==> config.mk <==
export PLATFORM = sky130hd
export DESIGN_NAME = tff_counter_n_flat
export DESIGN_NICKNAME = d
export VERILOG_FILES = /design/src/rtl/tff_counter_n_if.sv /design/src/rtl/tff_counter_n.sv /design/src/flat_wrapper.sv
export SDC_FILE = /design/constraint.sdc
export NUM_CORES = 1
export LEC_CHECK = 0
export ABC_AREA = 1
export CORE_MARGIN = 10
export CORE_UTILIZATION = 38
export CTS_CLUSTER_SIZE = 20
export DETAILED_ROUTE_END_ITERATION = 8
export PLACE_DENSITY = 0.71
export SYNTH_ARGS = -nofsm -noshare
export SYNTH_HDL_FRONTEND = slang
export SYNTH_SLANG_ARGS = --single-unit
==> constraint.sdc <==
create_clock -name sysclk -period 1.1 [get_ports sysclk]
set_input_delay 0.165 -clock sysclk [delete_from_list [all_inputs] [get_ports sysclk]]
set_output_delay 0.165 -clock sysclk [all_outputs]
set_load 0.005 [all_outputs]
==> src/rtl/tff_counter_n_if.sv <==
// Control/status bundle for tff_counter_n: counter controls in, count and flags out.
interface tff_counter_n_if #(
    parameter int unsigned WIDTH = 8
) ();
    logic             en;
    logic             up_dn;
    logic             load;
    logic [WIDTH-1:0] load_val;
    logic             clr_ovf;
    logic [WIDTH-1:0] q;
    logic             tc;
    logic             wrap;
    logic             ovf;

    modport master (
        output en, up_dn, load, load_val, clr_ovf,
        input  q, tc, wrap, ovf
    );

    modport slave (
        input  en, up_dn, load, load_val, clr_ovf,
        output q, tc, wrap, ovf
    );
endinterface

==> src/rtl/tff_counter_n.sv <==
// WIDTH-bit up/down counter built from per-bit toggle stages, with modulus,
// saturating parallel load, terminal-count flag, wrap pulse and sticky overflow.
module tff_counter_n #(
    parameter int unsigned     WIDTH     = 8,
    parameter longint unsigned MAX_COUNT = (64'd1 << WIDTH) - 64'd1
) (
    input logic            sysclk,
    input logic            rst,
    tff_counter_n_if.slave bus
);

    localparam logic [WIDTH-1:0] MAX_V = WIDTH'(MAX_COUNT);

    logic [WIDTH-1:0] q_q, q_d;
    logic             wrap_q, wrap_d;
    logic             ovf_q, ovf_d;
    logic [WIDTH-1:0] tog;
    logic             tc;

    // Toggle enables: a bit flips when every lower bit is 1 (up) or 0 (down).
    always_comb begin : toggle_chain
        logic ones_below;
        logic zeros_below;
        tog         = '0;
        ones_below  = 1'b1;
        zeros_below = 1'b1;
        for (int unsigned i = 0; i < WIDTH; i++) begin
            tog[i]      = bus.up_dn ? ones_below : zeros_below;
            ones_below  = ones_below & q_q[i];
            zeros_below = zeros_below & ~q_q[i];
        end
    end

    assign tc = bus.en & ((bus.up_dn & (q_q == MAX_V)) | (~bus.up_dn & (q_q == '0)));

    always_comb begin
        q_d    = q_q;
        wrap_d = 1'b0;
        ovf_d  = ovf_q;
        if (bus.load) begin
            q_d = (bus.load_val > MAX_V) ? MAX_V : bus.load_val;
        end else if (bus.en) begin
            if (tc) begin
                q_d    = bus.up_dn ? '0 : MAX_V;
                wrap_d = 1'b1;
            end else begin
                q_d = q_q ^ tog;
            end
        end
        // Set dominates clear when both land on the same edge.
        if (bus.clr_ovf) ovf_d = 1'b0;
        if (wrap_d)      ovf_d = 1'b1;
    end

    always_ff @(posedge sysclk) begin
        if (!rst) begin
            q_q    <= '0;
            wrap_q <= 1'b0;
            ovf_q  <= 1'b0;
        end else begin
            q_q    <= q_d;
            wrap_q <= wrap_d;
            ovf_q  <= ovf_d;
        end
    end

    assign bus.q    = q_q;
    assign bus.tc   = tc;
    assign bus.wrap = wrap_q;
    assign bus.ovf  = ovf_q;

endmodule

==> src/flat_wrapper.sv <==
// flat-port wrapper written by rule: the top's interface ports become plain ports
module tff_counter_n_flat 
#(
    parameter int unsigned     WIDTH     = 8,
    parameter longint unsigned MAX_COUNT = (64'd1 << WIDTH) - 64'd1
)
  (sysclk, rst, bus_en, bus_up_dn, bus_load, bus_load_val, bus_clr_ovf, bus_q, bus_tc, bus_wrap, bus_ovf);
  tff_counter_n_if #(.WIDTH(WIDTH)) bus_i ();
  input logic sysclk;
  input logic rst;
  input wire logic [$bits(bus_i.en)-1:0] bus_en;
  input wire logic [$bits(bus_i.up_dn)-1:0] bus_up_dn;
  input wire logic [$bits(bus_i.load)-1:0] bus_load;
  input wire logic [$bits(bus_i.load_val)-1:0] bus_load_val;
  input wire logic [$bits(bus_i.clr_ovf)-1:0] bus_clr_ovf;
  output wire logic [$bits(bus_i.q)-1:0] bus_q;
  output wire logic [$bits(bus_i.tc)-1:0] bus_tc;
  output wire logic [$bits(bus_i.wrap)-1:0] bus_wrap;
  output wire logic [$bits(bus_i.ovf)-1:0] bus_ovf;
  assign bus_i.en = bus_en;
  assign bus_i.up_dn = bus_up_dn;
  assign bus_i.load = bus_load;
  assign bus_i.load_val = bus_load_val;
  assign bus_i.clr_ovf = bus_clr_ovf;
  assign bus_q = bus_i.q;
  assign bus_tc = bus_i.tc;
  assign bus_wrap = bus_i.wrap;
  assign bus_ovf = bus_i.ovf;
  tff_counter_n #(.WIDTH(WIDTH), .MAX_COUNT(MAX_COUNT)) u_core (.sysclk(sysclk), .rst(rst), .bus(bus_i));
endmodule
==> After elaboration in Yosys (flattened, before gate mapping) <==
Cells that the tools add are included.
{ "classes": {"magnitude_cmp": 1, "n_eq_ne": 1, "mux": 17, "n_bitwise": 25, "reduce_logical": 3} }
{ "op_table": {"columns": ["cell", "n"], "rows": [
  ["$mux W8", 5],
  ["$and A1 B1 Y1", 15],
  ["$mux W1", 12],
  ["$eq A8 B8 Y1 const B", 1],
  ["$gt A8 B8 Y1 const B", 1],
  ["$logic_not A8 Y1", 1],
  ["$not A1 Y1", 8],
  ["$xor A8 B8 Y8", 1],
  ["$reduce_bool A2 Y1", 2],
  ["$or A1 B1 Y1", 1]
]} }
{ "word_totals": {"ff_bits": 10, "out_inout_bits": 11, "elab_cells": 50} }

==> Longest topological paths before layout <==
Gate-level depths: netlist (run 1).
{ "logic_depth": {"depth_word": 12, "ltp_mapped": 9, "ltp_nobuf": 9} }

==> Worst setup path before layout (run 1) <==
Ideal clock, no wire load.
{ "synth_path": {"path_type": "reg-to-output", "startpoint": "register u_core.q_q[2], in the netlist u_core.bus.q[2]", "endpoint": "output port bus_tc", "t_arrival_ps": 967, "required_ps": 935, "path_slack_ps": -32, "stages_incl_launch_ff": 7, "cell_sequence": "dfxtp_1 -> nand2_2 -> nor2_4 -> nand4_2 -> nand2_1 -> nand3_1 -> inv_1"} }
{ "synth_between": {"elab_chain_cells": 4, "elab_cells_between_ends": 6, "cone_classes": "eq/ne (1); bitwise (4); reduce/logical (1)"} }
{ "synth_rtl": {"columns": ["element", "line", "text"], "rows": [
  ["start: declaration", "tff_counter_n.sv:14", "logic [WIDTH-1:0] q_q, q_d;"],
  ["start signal: assignment", "tff_counter_n.sv:61", "q_q <= q_d;"],
  ["$eq A8 B8 Y1 / $logic_not A8 Y1 (equally long branches)", "tff_counter_n.sv:34", "assign tc = bus.en & ((bus.up_dn & (q_q == MAX_V)) | (~bus.up_dn & (q_q == '0)));"],
  ["$and A1 B1 Y1", "tff_counter_n.sv:34", null],
  ["$or A1 B1 Y1 (*)", "tff_counter_n.sv:34", null],
  ["$and A1 B1 Y1 (*)", "tff_counter_n.sv:34", null],
  ["end: declaration", "flat_wrapper.sv:17", "output wire logic [$bits(bus_i.tc)-1:0] bus_tc;"]
]} }
Every way passes the cells marked *; elsewhere a longest branch is shown, timed or not.

==> Final worst setup path (run 1) <==
{ "layout_path": {"startpoint": "register u_core.q_q[3], in the netlist u_core.bus.q[3]", "endpoint": "output port bus_tc"} }
Same word-level chain as after synthesis.

==> results.txt, run 1 <==
From synthesis to final layout, the design area changed by 105%. Yosys attributes the largest share of cell area to sky130_fd_sc_hd__dfxtp_1 (30%), sky130_fd_sc_hd__nand2_1 (17%), sky130_fd_sc_hd__inv_1 (7.4%). Synthesis produced 103 cells.

The multiplexer fraction of the synthesized cell area came out at 0%. At the end of routability-driven placement, the weighted congestion stood at 0.869. The final net count is 179. The worst-skew pair later-pin latency is 0.27 ns.

The wire length of the first global-routing pass came out at 4200 µm. Subtracting the final worst setup slack from the clock period gives 1.53 ns. The data arrival time of the critical path came out at 1.36 ns. The depth of the worst register-to-register path is 11. In this run the critical register-to-register path is launched from u_core.bus.q[3]$_SDFFE_PN0P_. The maximum ir drop on the vdd rail is 0.737 mV. The count of vias placed by the detailed router is 937. The maximum number of pins on one net before global-route repair came out at 8. Setup repair after global routing could not meet its margin everywhere. The maximum count of clock buffers along a single path came out at 2. Counting tap cells, the placed design contains a total of 163 instances.

The total routing usage reported by global routing is 14.6%. The total clock sinks is 10. For this design the static power due to leakage is 0.668 nW. The min-delay analysis places its worst path in the category in2reg. The count of inserted antenna diode cells came out at 0. The synthesized netlist devotes 5.31% of its cell area to XOR and XNOR gates.

By startpoint and endpoint, the worst setup path is classified as reg2out. The effective utilization at floorplan came out at 41.8%. The cell sitting at the root of the clock tree is a sky130_fd_sc_hd__clkbuf_4. The hold path startpoint is bus_en. The total of warnings raised by yosys came out at 0. The worst-case setup margin in the final layout is -0.428 ns.

The fraction of layout instances using a drive strength above 1 came out at 55.8%. The number of standard-cell rows in the floorplan is 14. The synthesized netlist devotes 0% of its cell area to adder and majority cells. The startpoint kind of the worst setup timing path is a register. The clock-pin slew reported for the worst setup and hold paths after clock tree synthesis is 0.07 ns. Registers take 220 µm². The number of antenna violations at the first check in global routing is 0. The number of buffers created by CTS came out at 3.

The instance count along the most critical hold path came out at 4. The simple-gate share of the synthesized area is 40.0%. The top-level port count came out at 25. The total wire length after detailed routing came out at 2770 µm. In this run the cell area measured after placement is 0.00108 mm². The number of buffers added on ports came out at 24. The start point of the critical path is u_core.bus.q[3]$_SDFFE_PN0P_. The post-synth design cell area came out at 659 µm².

The worst slack at placement came out at -0.795 ns. The core footprint is 0.00158 mm². The max-slew violation count came to 0. Excluding fillers, the count of instances in the completed layout stands at 179. The TritonCTS clock tree is yes.

The vertical extent of the die came out at 61.7 µm. Based on the critical path, the design can be clocked at up to 0.655 GHz. The power per standard cell area came out at 888 mW/mm². The overall die area came out at 0.00380 mm². At the pin with the least slew margin, the transition time is 0.370 ns.

The post-detailed-route count of antenna-violating nets is 0. After the first detailed-routing iteration, the DRC count stood at 33. The dominant combinational cell family by area after synthesis is simple AND/OR/NAND/NOR gates. The via-per-instance ratio came out at 5.23. The type of destination of the critical path is a primary output. The aggregate global routing overflow came out at 0. The net count of the mapped netlist is 117. The number of H-tree levels came out at 1. The final design instance area without fill came out at 0.00135 mm².

The final worst-path cycle share is 139%. The final hold violation count was 0. The die is 61.7 µm wide. The cell type contributing the most total cell area after synthesis is sky130_fd_sc_hd__dfxtp_1. Sequential elements use 30.4% of the synthesized area. The count of distinct cell types in the synthesized netlist came out at 20. In this run, synthesis produced a sequential element count of 10.

Between clock sinks in the finished design, the worst skew comes to 0.000760 ns. The complex-gate fraction of the synthesized area came out at 15.0%. The flow ran to the end, but the final reports show violations.

The area share of the leading cell type in the synthesized netlist came out at 30.4%. Setup violations remaining at the end of the flow were counted as 12. Max-cap violations in this run came to 0. The fill cell instance count of the final layout came out at 90. The average size of a mapped cell came out at 6.40 µm². At the worst endpoint, the required time is 0.94 ns.

The peak fanout along the critical path came out at 4. The wire length per cell came out at 15.5 µm. The headroom to the max-slew limit is 75.3%. The number of global-route vias before repair is 969. The final reports fail on negative setup slack. The number of remaining DRC errors came out at 0. The area occupied by multi-input gates is 514 µm².

The final HPWL from detailed placement came out at 1610 µm. The iteration count of the initial detailed-routing pass came out at 4.
-- report_power, final --
| part | leakage, nW | switching, W | internal (W) | total, W |
|---|---|---|---|---|
| clock network | 0.0138 | 0.000139 | 0.000127 | 0.000266 |
| registers | 0.0863 | 0.0000258 | 0.000387 | 0.000413 |
| logic | 0.567 | 0.000244 | 0.000276 | 0.000520 |
| total | 0.668 | 0.000409 | 0.000790 | 0.00120 |
-- per-layer routing --
layer	GRT usage (%)	vias to the layer above	part of all wire, %
met2	25.9	33	53
met5	0	-	0
met4	6.05	0	1.9
met3	5.35	6	6.4
met1	15.2	447	39
li1	-	451	-
-- layout make-up --
type                    count  area share, %
clock buffers               3           1.67
well taps                  16           1.48
multi-input cells          77           38.1
flip-flops and latches     10           16.3
repair buffers             58           37.6
inverters                  15           4.82
-- logic make-up (layout without fill, tap and decap cells) --
group,after synthesis,in the layout
buffers and inverters,16,76
AND/OR/NAND/NOR,57,57
XOR/XNOR,4,4
AO/OA/AOI/OAI,16,16
flip-flops,10,10
-- critical path, cell delays in order, from the launching register on --
cell and delay (ns):
sky130_fd_sc_hd__dfxtp_4 0.36, sky130_fd_sc_hd__nor2_2 0.13, sky130_fd_sc_hd__nand2_2 0.08, sky130_fd_sc_hd__nor2_4 0.11, sky130_fd_sc_hd__nand3_2 0.10, sky130_fd_sc_hd__nand2_2 0.09
sky130_fd_sc_hd__nand3_4 0.07, sky130_fd_sc_hd__inv_2 0.06, sky130_fd_sc_hd__buf_6 0.08
-- registers in the layout (all words and copies together), names as in the netlist --
| register | count |
|---|---|
| u_core.bus.wrap | 1 |
| u_core.bus.ovf | 1 |
| u_core.bus.q | 8 |
-- cells in the mapped netlist --
master and number:
sky130_fd_sc_hd__o21ai_1 1, sky130_fd_sc_hd__a21oi_2 1, sky130_fd_sc_hd__inv_1 13, sky130_fd_sc_hd__nand4_2 1, sky130_fd_sc_hd__o21ai_0 3, sky130_fd_sc_hd__nand3_1 8
sky130_fd_sc_hd__a31oi_1 2, sky130_fd_sc_hd__a21oi_1 4, sky130_fd_sc_hd__inv_2 1, sky130_fd_sc_hd__clkinv_1 1, sky130_fd_sc_hd__nor2_2 2, sky130_fd_sc_hd__nand2_1 29
sky130_fd_sc_hd__nor2_1 11, sky130_fd_sc_hd__dfxtp_1 10, sky130_fd_sc_hd__nand3b_1 1, sky130_fd_sc_hd__xor2_1 4, sky130_fd_sc_hd__nor2_4 2, sky130_fd_sc_hd__nand2_2 3
sky130_fd_sc_hd__a22oi_1 5, sky130_fd_sc_hd__buf_2 1
-- per-stage QoR --
step	TNS (ns)	hold WS (ns)	power [W]	utilization, %
after floorplan	0	0.263	0.000579	-
after global placement	-4.41	0.461	0.000773	68.3
after detailed placement	-4.78	0.481	0.000780	68.3
after CTS	-1.30	0.430	0.00112	78.7
after global routing	-2.99	0.441	0.00126	85.6
final	-2.26	0.423	0.00120	85.6
-- cell usage in the layout (no fill, tap or decap) --
cell                              synthesis  routed
sky130_fd_sc_hd__a21oi_1                  4       1
sky130_fd_sc_hd__a21oi_2                  1       4
sky130_fd_sc_hd__a22oi_1                  5       5
sky130_fd_sc_hd__a31oi_1                  2       2
sky130_fd_sc_hd__buf_2                    1       4
sky130_fd_sc_hd__buf_4                    0      24
sky130_fd_sc_hd__buf_6                    0      13
sky130_fd_sc_hd__clkbuf_2                 0       1
sky130_fd_sc_hd__clkbuf_4                 0       3
sky130_fd_sc_hd__clkdlybuf4s50_1          0      10
sky130_fd_sc_hd__clkinv_2                 0       1
sky130_fd_sc_hd__dfxtp_1                 10       2
sky130_fd_sc_hd__dfxtp_2                  0       4
sky130_fd_sc_hd__dfxtp_4                  0       4
sky130_fd_sc_hd__dlygate4sd2_1            0       5
sky130_fd_sc_hd__dlymetal6s2s_1           0       1
sky130_fd_sc_hd__inv_1                   13       7
sky130_fd_sc_hd__inv_2                    1       5
sky130_fd_sc_hd__inv_4                    0       1
sky130_fd_sc_hd__inv_6                    0       1
sky130_fd_sc_hd__nand2_1                 29      24
sky130_fd_sc_hd__nand2_2                  3       6
sky130_fd_sc_hd__nand2_4                  0       2
sky130_fd_sc_hd__nand3_1                  8       4
sky130_fd_sc_hd__nand3_2                  0       3
sky130_fd_sc_hd__nand3_4                  0       1
sky130_fd_sc_hd__nand3b_1                 1       1
sky130_fd_sc_hd__nand4_2                  1       1
sky130_fd_sc_hd__nor2_1                  11       4
sky130_fd_sc_hd__nor2_2                   2       3
sky130_fd_sc_hd__nor2_4                   2       8
sky130_fd_sc_hd__o21ai_0                  3       2
sky130_fd_sc_hd__o21ai_2                  0       2
sky130_fd_sc_hd__xor2_1                   4       4
-- worst paths after layout --
kind,end,slack [ns]
setup / recovery,bus_tc,-0.43
setup reg to reg,u_core.bus.q[7]$_SDFFE_PN0P_,-0.35
hold reg to reg,u_core.bus.ovf$_SDFFE_PN0P_,0.50
hold / removal,u_core.bus.wrap$_SDFF_PN0_,0.42
-- what timing repair did --
item	4_1_cts	5_1_grt
pin swaps	14	18
hold buffers	0	0
setup buffers	32	4
endpoints found under the setup margin	20	14
resized for setup	70	32
Note: power is estimated with default switching activity, not from simulation.
==> run 2, diff against run 1 <==
--- a/config.mk
+++ b/config.mk
@@ -10,7 +10,7 @@
 export CORE_UTILIZATION = 38
 export CTS_CLUSTER_SIZE = 20
 export DETAILED_ROUTE_END_ITERATION = 8
-export PLACE_DENSITY = 0.71
+export PLACE_DENSITY = 0.79
 export SYNTH_ARGS = -nofsm -noshare
 export SYNTH_HDL_FRONTEND = slang
 export SYNTH_SLANG_ARGS = --single-unit
==> results.txt, run 2 (same netlist as run 1, synthesis figures left out) <==
The run finished, with violations left. The checks that failed: negative setup slack. The area occupied by multi-input gates is 483 µm². The number of clock buffers added by TritonCTS is 3. The number of buffers added on ports came out at 24.

The register with the most flip-flops in the layout has 8 of them. In the layout the commonest cells are sky130_fd_sc_hd__nand2_1 (26), sky130_fd_sc_hd__buf_4 (23), sky130_fd_sc_hd__clkdlybuf4s50_1 (12). The data arrival time of the critical path came out at 1.39 ns. The worst-skew pair later-pin latency is 0.29 ns.

The final-report setup violation count came out at 11. The number of H-tree levels is 1. The worst register-to-register path ends at u_core.bus.ovf$_SDFFE_PN0P_.

The core footprint is 0.00158 mm². The minimum period implied by the final worst setup slack came out at 1.55 ns. The iteration count of the initial detailed-routing pass is 4. The final hold violation count is 0. The start point of the critical path is u_core.bus.q[0]$_SDFFE_PN0P_. The register-to-register path setup slack is -0.28 ns.

The aggregate global routing overflow is 0. The wire length of the first global-routing pass came out at 3900 µm. The count of max-cap constraint violations is 0. The wire length per cell came out at 14.4 µm. The startpoint kind of the worst setup timing path is a register. The library cell used most frequently in the layout, excluding fill and tap cells, is sky130_fd_sc_hd__nand2_1. The maximum count of clock buffers along a single path is 2.

Setup repair after global routing could not meet its margin everywhere. The total wire length after detailed routing came out at 2470 µm. The post-route netlist has 47.1% of its cells at a drive strength greater than 1.

Derived from the worst setup path, the maximum achievable clock frequency is 0.645 GHz. The count of inserted antenna diode cells is 0. The number of remaining DRC errors came out at 0. The clock-pin slew reported for the worst setup and hold paths after clock tree synthesis came out at 0.08 ns. The fill cell instance count of the final layout is 118. The synthesis-to-layout area growth came out at 84.3%. The power per standard cell area is 920 mW/mm². The worst hold path passes through 3 cells. The via-per-instance ratio came out at 5.09.

The overall die area came out at 0.00380 mm². The worst-margin pin slew is 0.334 ns. The worst path required time is 0.94 ns. The type of destination of the critical path is a primary output.

The top-level port count is 25. The flip-flop and latch area came out at 223 µm². The category of the critical setup timing path is reg2out. The tree is rooted in a sky130_fd_sc_hd__clkbuf_4. The routed layout has 871 vias.

In this run the most critical hold path is launched from bus_load_val[2]. For this block, the initial DRC count from the detailed router was 31. The maximum number of pins on one net before global-route repair came out at 8. The leakage component of the power came out at 0.613 nW. The number of antenna violations at the first check in global routing is 0. The worst register-to-register path begins at u_core.bus.q[0]$_SDFFE_PN0P_. Buffers inserted to repair hold after CTS numbered 0. TritonCTS built the clock tree. The path with the worst hold slack has its endpoint at u_core.bus.q[2]$_SDFFE_PN0P_. The number of cells on the worst reg-to-reg path is 9.

The final net count came out at 171. In this run the worst hold path is classified as in2reg. Routability-driven placement finished with a final weighted congestion of 0.874.

The HPWL after detailed placement is 1640 µm. The total clock sinks came out at 10. The headroom to the max-slew limit is 77.7%. The post-layout utilization of the core came out at 77.1%. The vertical extent of the die came out at 61.7 µm.

The die width is 61.7 µm. Across every metal layer, demand over resource in global routing totals 13.7%. The clock tree skew after final layout came out at 0.00889 ns. Of the available clock period, the critical path in the final layout requires 141%.

The worst-case setup margin in the final layout came out at -0.451 ns. Before CTS, the worst setup slack after placement is -0.725 ns. In this run the core area contains 14 standard-cell rows.

The post-detailed-route count of antenna-violating nets is 0. The peak fanout along the critical path is 3. The worst-case IR drop observed on VDD is 0.736 mV. The number of global-route vias before repair came out at 883. The effective utilization at floorplan came out at 41.8%. The max-slew violation count is 0.
## run 2: how the worst max path moves through the flow
stage	endpoint	slack (ns)	depth (start not counted)
after CTS	bus_tc	-0.43	8
after floorplan	bus_tc	0.0002	6
after global placement	bus_tc	-0.71	8
final	bus_tc	-0.45	8
after detailed placement	bus_tc	-0.73	8
after global routing	bus_tc	-0.52	7
## run 2: repair_timing
action,CTS,global route
gates cloned,0,0
buffers inserted,8,2
endpoints found under the setup margin,19,14
resized for setup,58,20
pin swaps,11,8
## run 2: area by class of cell
type	count	area share, %
sequential	10	18.3
inverter	15	4.84
clock buffer	3	1.85
tap	16	1.65
multi-input combinational	77	39.8
timing repair buffer	50	33.6
## run 2: power by group
group | switching, W | leakage (nW) | internal (W) | total [W]
clock network | 0.000154 | 0.0138 | 0.000127 | 0.000281
logic | 0.000198 | 0.513 | 0.000221 | 0.000420
registers | 0.0000307 | 0.0866 | 0.000386 | 0.000417
## run 2: critical path: stages (launching register included)
cell                      delay, ns
sky130_fd_sc_hd__dfxtp_4       0.37
sky130_fd_sc_hd__buf_4         0.12
sky130_fd_sc_hd__nand2_4       0.05
sky130_fd_sc_hd__nor2_4        0.12
sky130_fd_sc_hd__nand4_4       0.10
sky130_fd_sc_hd__nand2_1       0.11
sky130_fd_sc_hd__nand3_2       0.08
sky130_fd_sc_hd__inv_1         0.05
sky130_fd_sc_hd__buf_2         0.10
## run 2: metal layers
layer / share of wire (%) / vias to the layer above / track usage (%)
met4: 2.3 / 0 / 6.69
met2: 52 / 28 / 24.6
met3: 7.0 / 7 / 4.32
met5: 0 / - / 0
li1: - / 435 / -
met1: 39 / 401 / 14.0
## run 2: metrics by stage
| stage | area (µm²) | hold WS [ns] | total power (W) | TNS, ns | std cells |
|---|---|---|---|---|---|
| CTS | 1160 | 0.471 | 0.00108 | -1.87 | 172 |
| finish | 1210 | 0.458 | 0.00112 | -2.24 | 171 |
| detailed placement | 1060 | 0.483 | 0.000777 | -4.63 | 161 |
| floorplan | 663 | 0.263 | 0.000579 | 0 | 103 |
| global placement | 1060 | 0.462 | 0.000767 | -4.14 | 161 |
| global route | 1210 | 0.490 | 0.00118 | -3.11 | 171 |
